<file path="config.mk">
export PLATFORM = sky130hd
export DESIGN_NAME = srec_emitter_flat
export DESIGN_NICKNAME = d
export VERILOG_FILES = /design/src/rtl/srec_emitter_if.sv /design/src/rtl/srec_emitter.sv /design/src/flat_wrapper.sv
export SDC_FILE = /design/constraint.sdc
export NUM_CORES = 1
export LEC_CHECK = 0
export CAP_MARGIN = 40
export CORE_MARGIN = 2
export CORE_UTILIZATION = 60
export DETAILED_ROUTE_END_ITERATION = 6
export PLACE_DENSITY_LB_ADDON = 0.15
export RECOVER_POWER = 50
export SLEW_MARGIN = 40
export SYNTH_ARGS = -nofsm -noshare
export SYNTH_HDL_FRONTEND = slang
export SYNTH_SLANG_ARGS = --single-unit
export TNS_END_PERCENT = 100
</file>
<file path="constraint.sdc">
create_clock -name clock -period 16.45 [get_ports clock]
set_clock_uncertainty 0.15 [all_clocks]
set_input_delay 2.4675 -clock clock [delete_from_list [all_inputs] [get_ports clock]]
set_output_delay 2.4675 -clock clock [all_outputs]
set_load 0.02 [all_outputs]
</file>
<file path="src/rtl/srec_emitter_if.sv">
// Handshake and bus bundle for the S-record emitter: dump control,
// byte-read memory port and the outgoing ASCII character stream.
interface srec_emitter_if;
  logic        start;
  logic [31:0] start_address;
  logic [31:0] byte_count;
  logic [31:0] entry_address;
  logic        busy;
  logic        done;
  logic [31:0] read_address;
  logic        read_enable;
  logic [7:0]  read_data;
  logic [7:0]  char_data;
  logic        char_valid;
  logic        char_ready;

  // emitter side
  modport master (
    input  start, start_address, byte_count, entry_address, read_data, char_ready,
    output busy, done, read_address, read_enable, char_data, char_valid
  );

  // controller / memory / UART side
  modport slave (
    output start, start_address, byte_count, entry_address, read_data, char_ready,
    input  busy, done, read_address, read_enable, char_data, char_valid
  );
endinterface

</file>
<file path="src/rtl/srec_emitter.sv">
// Streams a memory region as Motorola S3 records followed by an S7
// terminator, one ASCII character per valid/ready transfer.
module srec_emitter #(
  parameter int BYTES_PER_RECORD = 16
) (
  input  logic clock,
  input  logic reset,
  srec_emitter_if.master bus
);
  typedef enum logic [3:0] {
    IDLE, HDR_S, HDR_TYPE, COUNT_HI, COUNT_LO, ADDR, FETCH, WAIT_DATA,
    DATA_HI, DATA_LO, SUM_HI, SUM_LO, CR, LF, DONE
  } state_t;

  state_t      state;
  logic [31:0] addr;       // next data byte address
  logic [31:0] remaining;  // data bytes not yet emitted
  logic [31:0] entry;
  logic [31:0] hdr;        // address field, shifted out a nibble at a time
  logic [7:0]  count_r;
  logic [7:0]  left_n;     // data bytes left in the current record
  logic [7:0]  sum;
  logic [7:0]  data_r;
  logic [2:0]  nib;
  logic        is_s7;

  function automatic logic [7:0] hex(input logic [3:0] v);
    return (v < 4'd10) ? 8'h30 + {4'h0, v} : 8'h37 + {4'h0, v};
  endfunction

  // Next-record setup, evaluated from registers when the 'S' is accepted.
  logic        xfer;
  logic        last_rec;
  logic [7:0]  rec_n;
  logic [7:0]  rec_cnt;
  logic [31:0] rec_addr;
  logic [7:0]  rec_sum;
  logic [7:0]  csum;

  assign xfer     = bus.char_valid & bus.char_ready;
  assign last_rec = (remaining == 32'd0);
  assign rec_n    = (remaining > 32'(BYTES_PER_RECORD)) ? 8'(BYTES_PER_RECORD) : remaining[7:0];
  assign rec_cnt  = last_rec ? 8'd5 : rec_n + 8'd5;
  assign rec_addr = last_rec ? entry : addr;
  assign rec_sum  = rec_cnt + rec_addr[31:24] + rec_addr[23:16] + rec_addr[15:8] + rec_addr[7:0];
  assign csum     = ~sum;

  // Record sequencer: every output is registered and set on entry to a state.
  always_ff @(posedge clock or posedge reset) begin
    if (reset) begin
      state            <= IDLE;
      addr             <= '0;
      remaining        <= '0;
      entry            <= '0;
      hdr              <= '0;
      count_r          <= '0;
      left_n           <= '0;
      sum              <= '0;
      data_r           <= '0;
      nib              <= '0;
      is_s7            <= 1'b0;
      bus.busy         <= 1'b0;
      bus.done         <= 1'b0;
      bus.read_address <= '0;
      bus.read_enable  <= 1'b0;
      bus.char_data    <= '0;
      bus.char_valid   <= 1'b0;
    end else begin
      case (state)
        IDLE: if (bus.start) begin
          addr           <= bus.start_address;
          remaining      <= bus.byte_count;
          entry          <= bus.entry_address;
          bus.busy       <= 1'b1;
          bus.char_data  <= "S";
          bus.char_valid <= 1'b1;
          state          <= HDR_S;
        end
        HDR_S: if (xfer) begin
          is_s7         <= last_rec;
          count_r       <= rec_cnt;
          hdr           <= rec_addr;
          sum           <= rec_sum;
          left_n        <= rec_n;
          bus.char_data <= last_rec ? "7" : "3";
          state         <= HDR_TYPE;
        end
        HDR_TYPE: if (xfer) begin
          bus.char_data <= hex(count_r[7:4]);
          state         <= COUNT_HI;
        end
        COUNT_HI: if (xfer) begin
          bus.char_data <= hex(count_r[3:0]);
          state         <= COUNT_LO;
        end
        COUNT_LO: if (xfer) begin
          bus.char_data <= hex(hdr[31:28]);
          nib           <= '0;
          state         <= ADDR;
        end
        ADDR: if (xfer) begin
          if (nib == 3'd7) begin
            if (is_s7) begin
              bus.char_data <= hex(csum[7:4]);
              state         <= SUM_HI;
            end else begin
              bus.char_valid   <= 1'b0;
              bus.read_enable  <= 1'b1;
              bus.read_address <= addr;
              state            <= FETCH;
            end
          end else begin
            hdr           <= hdr << 4;
            bus.char_data <= hex(hdr[27:24]);
            nib           <= nib + 3'd1;
          end
        end
        FETCH: begin
          bus.read_enable <= 1'b0;
          state           <= WAIT_DATA;
        end
        WAIT_DATA: begin
          data_r         <= bus.read_data;
          sum            <= sum + bus.read_data;
          bus.char_data  <= hex(bus.read_data[7:4]);
          bus.char_valid <= 1'b1;
          state          <= DATA_HI;
        end
        DATA_HI: if (xfer) begin
          bus.char_data <= hex(data_r[3:0]);
          state         <= DATA_LO;
        end
        DATA_LO: if (xfer) begin
          addr      <= addr + 32'd1;
          remaining <= remaining - 32'd1;
          left_n    <= left_n - 8'd1;
          if (left_n == 8'd1) begin
            bus.char_data <= hex(csum[7:4]);
            state         <= SUM_HI;
          end else begin
            bus.char_valid   <= 1'b0;
            bus.read_enable  <= 1'b1;
            bus.read_address <= addr + 32'd1;
            state            <= FETCH;
          end
        end
        SUM_HI: if (xfer) begin
          bus.char_data <= hex(csum[3:0]);
          state         <= SUM_LO;
        end
        SUM_LO: if (xfer) begin
          bus.char_data <= 8'h0D;
          state         <= CR;
        end
        CR: if (xfer) begin
          bus.char_data <= 8'h0A;
          state         <= LF;
        end
        LF: if (xfer) begin
          if (is_s7) begin
            bus.char_valid <= 1'b0;
            bus.done       <= 1'b1;
            state          <= DONE;
          end else begin
            bus.char_data <= "S";
            state         <= HDR_S;
          end
        end
        DONE: begin
          bus.done <= 1'b0;
          bus.busy <= 1'b0;
          state    <= IDLE;
        end
        default: state <= IDLE;
      endcase
    end
  end
endmodule

</file>
<file path="src/flat_wrapper.sv">
// flat-port wrapper written by rule: the top's interface ports become plain ports
module srec_emitter_flat 
#(
  parameter int BYTES_PER_RECORD = 16
)
  (clock, reset, bus_start, bus_start_address, bus_byte_count, bus_entry_address, bus_read_data, bus_char_ready, bus_busy, bus_done, bus_read_address, bus_read_enable, bus_char_data, bus_char_valid);
  srec_emitter_if bus_i ();
  input  logic clock;
  input  logic reset;
  input wire logic [$bits(bus_i.start)-1:0] bus_start;
  input wire logic [$bits(bus_i.start_address)-1:0] bus_start_address;
  input wire logic [$bits(bus_i.byte_count)-1:0] bus_byte_count;
  input wire logic [$bits(bus_i.entry_address)-1:0] bus_entry_address;
  input wire logic [$bits(bus_i.read_data)-1:0] bus_read_data;
  input wire logic [$bits(bus_i.char_ready)-1:0] bus_char_ready;
  output wire logic [$bits(bus_i.busy)-1:0] bus_busy;
  output wire logic [$bits(bus_i.done)-1:0] bus_done;
  output wire logic [$bits(bus_i.read_address)-1:0] bus_read_address;
  output wire logic [$bits(bus_i.read_enable)-1:0] bus_read_enable;
  output wire logic [$bits(bus_i.char_data)-1:0] bus_char_data;
  output wire logic [$bits(bus_i.char_valid)-1:0] bus_char_valid;
  assign bus_i.start = bus_start;
  assign bus_i.start_address = bus_start_address;
  assign bus_i.byte_count = bus_byte_count;
  assign bus_i.entry_address = bus_entry_address;
  assign bus_i.read_data = bus_read_data;
  assign bus_i.char_ready = bus_char_ready;
  assign bus_busy = bus_i.busy;
  assign bus_done = bus_i.done;
  assign bus_read_address = bus_i.read_address;
  assign bus_read_enable = bus_i.read_enable;
  assign bus_char_data = bus_i.char_data;
  assign bus_char_valid = bus_i.char_valid;
  srec_emitter #(.BYTES_PER_RECORD(BYTES_PER_RECORD)) u_core (.clock(clock), .reset(reset), .bus(bus_i));
endmodule
</file>
==> impl_results.rst <==
.. list-table::
   :header-rows: 1

   * - Metric
     - Value
   * - Violated checks
     - DRC, capacitance limit, slew limit
   * - Dpl hpwl
     - 26.4 mm
   * - Global routing met2 resource utilization
     - 0.545
   * - Measured slew at the worst slew-check pin
     - 6.13 ns
   * - Met1 Usage GRT
     - 0.460
   * - Number of inserted filler cells in the final layout
     - ~1600
   * - Critical Path End Type
     - async pin
   * - Net total in the final layout
     - 1824
   * - CTS root buffer
     - clkbuf_16
   * - Outcome
     - finished with violations
   * - Post-synth EDFFs
     - 0
   * - Most area-hungry cell type in the Yosys netlist
     - dfrtp_1
   * - Top post-synthesis cells by area
     - dfrtp_1, nand2_1, o21ai_0
   * - Count of clock tree sinks
     - roughly 210
   * - CTS hold repair buffers
     - 0
   * - Post-Syn Area
     - 0.0130 sq mm
   * - CTS tree
     - yes
   * - Data required time at the worst endpoint
     - 16.14 ns
   * - DIE AREA
     - 0.0229 sq mm
   * - Floorplan core area
     - ~0.021 sq mm
   * - Sequential share of the synthesized area
     - 0.397
   * - Setup_tns
     - 0 ns
   * - Via count of the first global-routing pass
     - 11800
   * - Placed standard-cell area
     - 0.0147 sq mm
   * - Launch point of the worst hold path
     - u_core.bus.char_data[2]
   * - Number of setup violations in the final report
     - 0
   * - Unrepaired setup endpoints after global routing
     - no
   * - Gr busiest metal
     - met2
   * - Average size of a mapped cell
     - 8.32 sq um
   * - Fmax
     - 106 MHz
   * - Worst slew slack as a fraction of its limit
     - -3.09
   * - Maximum ir drop on the vdd rail
     - 0.184 mV
   * - Post-detailed-route via-to-cell ratio
     - 6.27
   * - Area growth syn-to-layout
     - 18.1%
   * - Most used flip-flop cell after synthesis
     - dfrtp_1
   * - Residual antenna-violating net count after detailed routing
     - 0
   * - Most frequent standard cell in the layout excluding fill and tap cells
     - nand2_1
   * - Die height
     - 151 microns
   * - Drt pass-1 iters
     - 7
   * - Synth unique cells
     - 75
   * - Count of yosys warnings during synthesis
     - 0
   * - Clock latency reported for the late side of the worst-skew pair
     - 0.52 ns
   * - Start point of the critical path
     - reset
   * - Post-CTS Setup Repair Bufs
     - 0
   * - Total wire length after detailed routing
     - 37.9 mm
   * - CTS H-tree lvls
     - 1
   * - Routed via count
     - 12200
   * - Fin worst setup slack
     - 7.05 ns
   * - CTS buffer count
     - 23
   * - Worst slack at placement
     - around 11 ns
   * - Total global routing track utilization
     - 0.334
   * - Data arrival at the endpoint of the critical path
     - 9.09 ns
   * - Minimum clock period after layout
     - 9.40 ns
   * - Register bit count reported by yosys
     - 207
   * - Finished Cell Area
     - 0.0154 sq mm
   * - Category of the worst setup path launch point
     - input pin
   * - Min-delay worst type
     - register to register
   * - Number of inserted diodes
     - 0
   * - Detail-routed net length per standard cell
     - 19.4 microns
   * - Share of post-route cells with drive strength above 1
     - 0.0625
   * - Number of gates resized after cts
     - 0
   * - Final Hold Fails
     - 0
   * - Initial antenna violation count
     - 0
   * - Detailed-route DRC error count
     - 2
   * - RD Place Congestion
     - around 0.97
   * - Count of input and output buffers
     - 150
   * - Post-route clock period utilization
     - 0.572
   * - Initial Utilization
     - 0.616
   * - Startpoint of the most critical register-to-register path
     - u_core.remaining[24]
   * - Critical path class
     - input pin to async pin
   * - Maximum clock path buffer count
     - 3
   * - Leading cell types in the layout, fill and taps excluded
     - nand2_1, dfrtp_1, o21ai_0, clkdlybuf4s50_1, a21oi_1
   * - Number of rows in the core area
     - 53
   * - Async set-reset flop share out of synthesis
     - 1.00
   * - Clock slew seen by the registers of the worst setup and hold paths
     - 0.06 ns
   * - Proportion of netlist area held by the largest area contributor
     - 0.397
   * - Die X-Extent
     - 151 microns
   * - Total congestion overflow after global routing
     - 0
   * - Highest fanout seen on the critical path
     - 140
   * - Leakage component of the power
     - 6.48 nW
   * - Count of final max-slew check failures
     - 268
   * - Maxcap violations
     - 3
   * - Maximum number of pins on one net before global-route repair
     - ~140
   * - Synth Instances
     - 1567
   * - Boundary pin count
     - 152
   * - Global routing met3 resource utilization
     - 0.0425
   * - Initial drt markers
     - 1095
   * - Power density over the cells
     - around 230 mW/mm^2
   * - Global-route wire length before repair
     - 60.3 mm
area by class of cell:
type | count | area (sq um) | area share
Clock inverter | 9 | 108 | 0.00699
Clock buffer | 31 | 636 | 0.0413
Timing Repair Buffer | 168 | 1630 | 0.106
Inverter | 64 | 241 | 0.0157
Tap cell | 275 | 344 | 0.0223
Sequential cell | 207 | 5180 | 0.336
Multi-Input combinational cell | 1200 | 7260 | 0.472
state kept, by name (all words and copies together), names as in the netlist:
register                 cells
u_core.hdr                  32
u_core.count_r               8
u_core.addr                 32
u_core.data_r                4
u_core.state                 4
u_core.bus.busy              1
u_core.bus.char_valid        1
u_core.bus.read_address     32
u_core.sum                   8
u_core.entry                32
u_core.left_n                8
u_core.nib                   3
u_core.bus.done              1
u_core.bus.char_data         7
u_core.remaining            32
u_core.bus.read_enable       1
u_core.is_s7                 1
final timing paths:
| check | cells after the start | endpoint | slack [ns] |
|---|---|---|---|
| setup / recovery | 3 | u_core.bus.read_address[29] | 7.05 |
| hold / removal | 2 | u_core.bus.char_data[2] | 0.32 |
| setup reg to reg | 19 | u_core.sum[7] | 10.44 |
| hold reg to reg | 2 | u_core.bus.char_data[2] | 0.32 |
| max in group clock | 19 | u_core.sum[7] | 10.44 |
| min in group asynchronous | 2 | u_core.entry[15] | 4.11 |
stage by stage:
step                hold slack [ns]  std cells   util  total power [mW]
floorplan                     0.290       1568      -              2.39
global placement              0.305       1914  0.693              2.86
detailed placement            0.311       1914  0.694              2.95
CTS                           0.327       1954  0.729              3.48
global route                  0.341       1954  0.728              3.78
finish                        0.324       1954  0.728              3.50
per-layer routing:
metal  wire length (microns)  vias to the layer above
met1                   15500                     5853
met4                    1310                        0
met2                   18000                      614
met3                    3060                      101
met5                       0                        -
li1                        -                     5677
logic make-up (layout without fill, tap and decap cells):
group | Yosys count | count (layout) | synth area share
adders and majority gates | 52 | 52 | 0.0620
AOI/OAI and AO/OA | 436 | 436 | 0.196
buffers and inverters | 161 | 272 | 0.0491
DFF | 207 | 207 | 0.397
other | 2 | 3 | 0.000576
xor gates and xnor gates | 63 | 63 | 0.0429
muxes | 60 | 60 | 0.0483
and+or+nand+nor | 586 | 586 | 0.203
cells in the mapped netlist (9+ instances only):
cell	number
nor4_1	15
and2_1	10
xor2_1	20
a31oi_1	11
nor2b_1	10
o21ai_1	17
a211oi_1	17
nand2b_1	9
o22ai_1	27
nand3_1	39
nand4_1	16
nand2_1	300
buf_1	10
a22oi_1	16
a21oi_1	133
mux2i_1	37
ha_1	31
nor3_1	26
nor2_1	118
o21ai_0	147
inv_1	63
or3_1	11
dfrtp_1	207
mux2_2	21
clkbuf_1	79
fa_1	21
xnor2_1	42
where the power goes:
part | internal, mW | switching, mW | total (mW)
clock | 0.303 | 0.214 | 0.517
sequential | 0.739 | 0.281 | 1.02
combinational | 0.857 | 1.11 | 1.97
total | 1.90 | 1.60 | 3.50
worst max-delay path: stages:
cell and delay (ns):
dlygate4sd3_1 0.55, clkinvlp_2 3.35, clkbuf_1 2.64
Power figures use the tool's default switching activity.
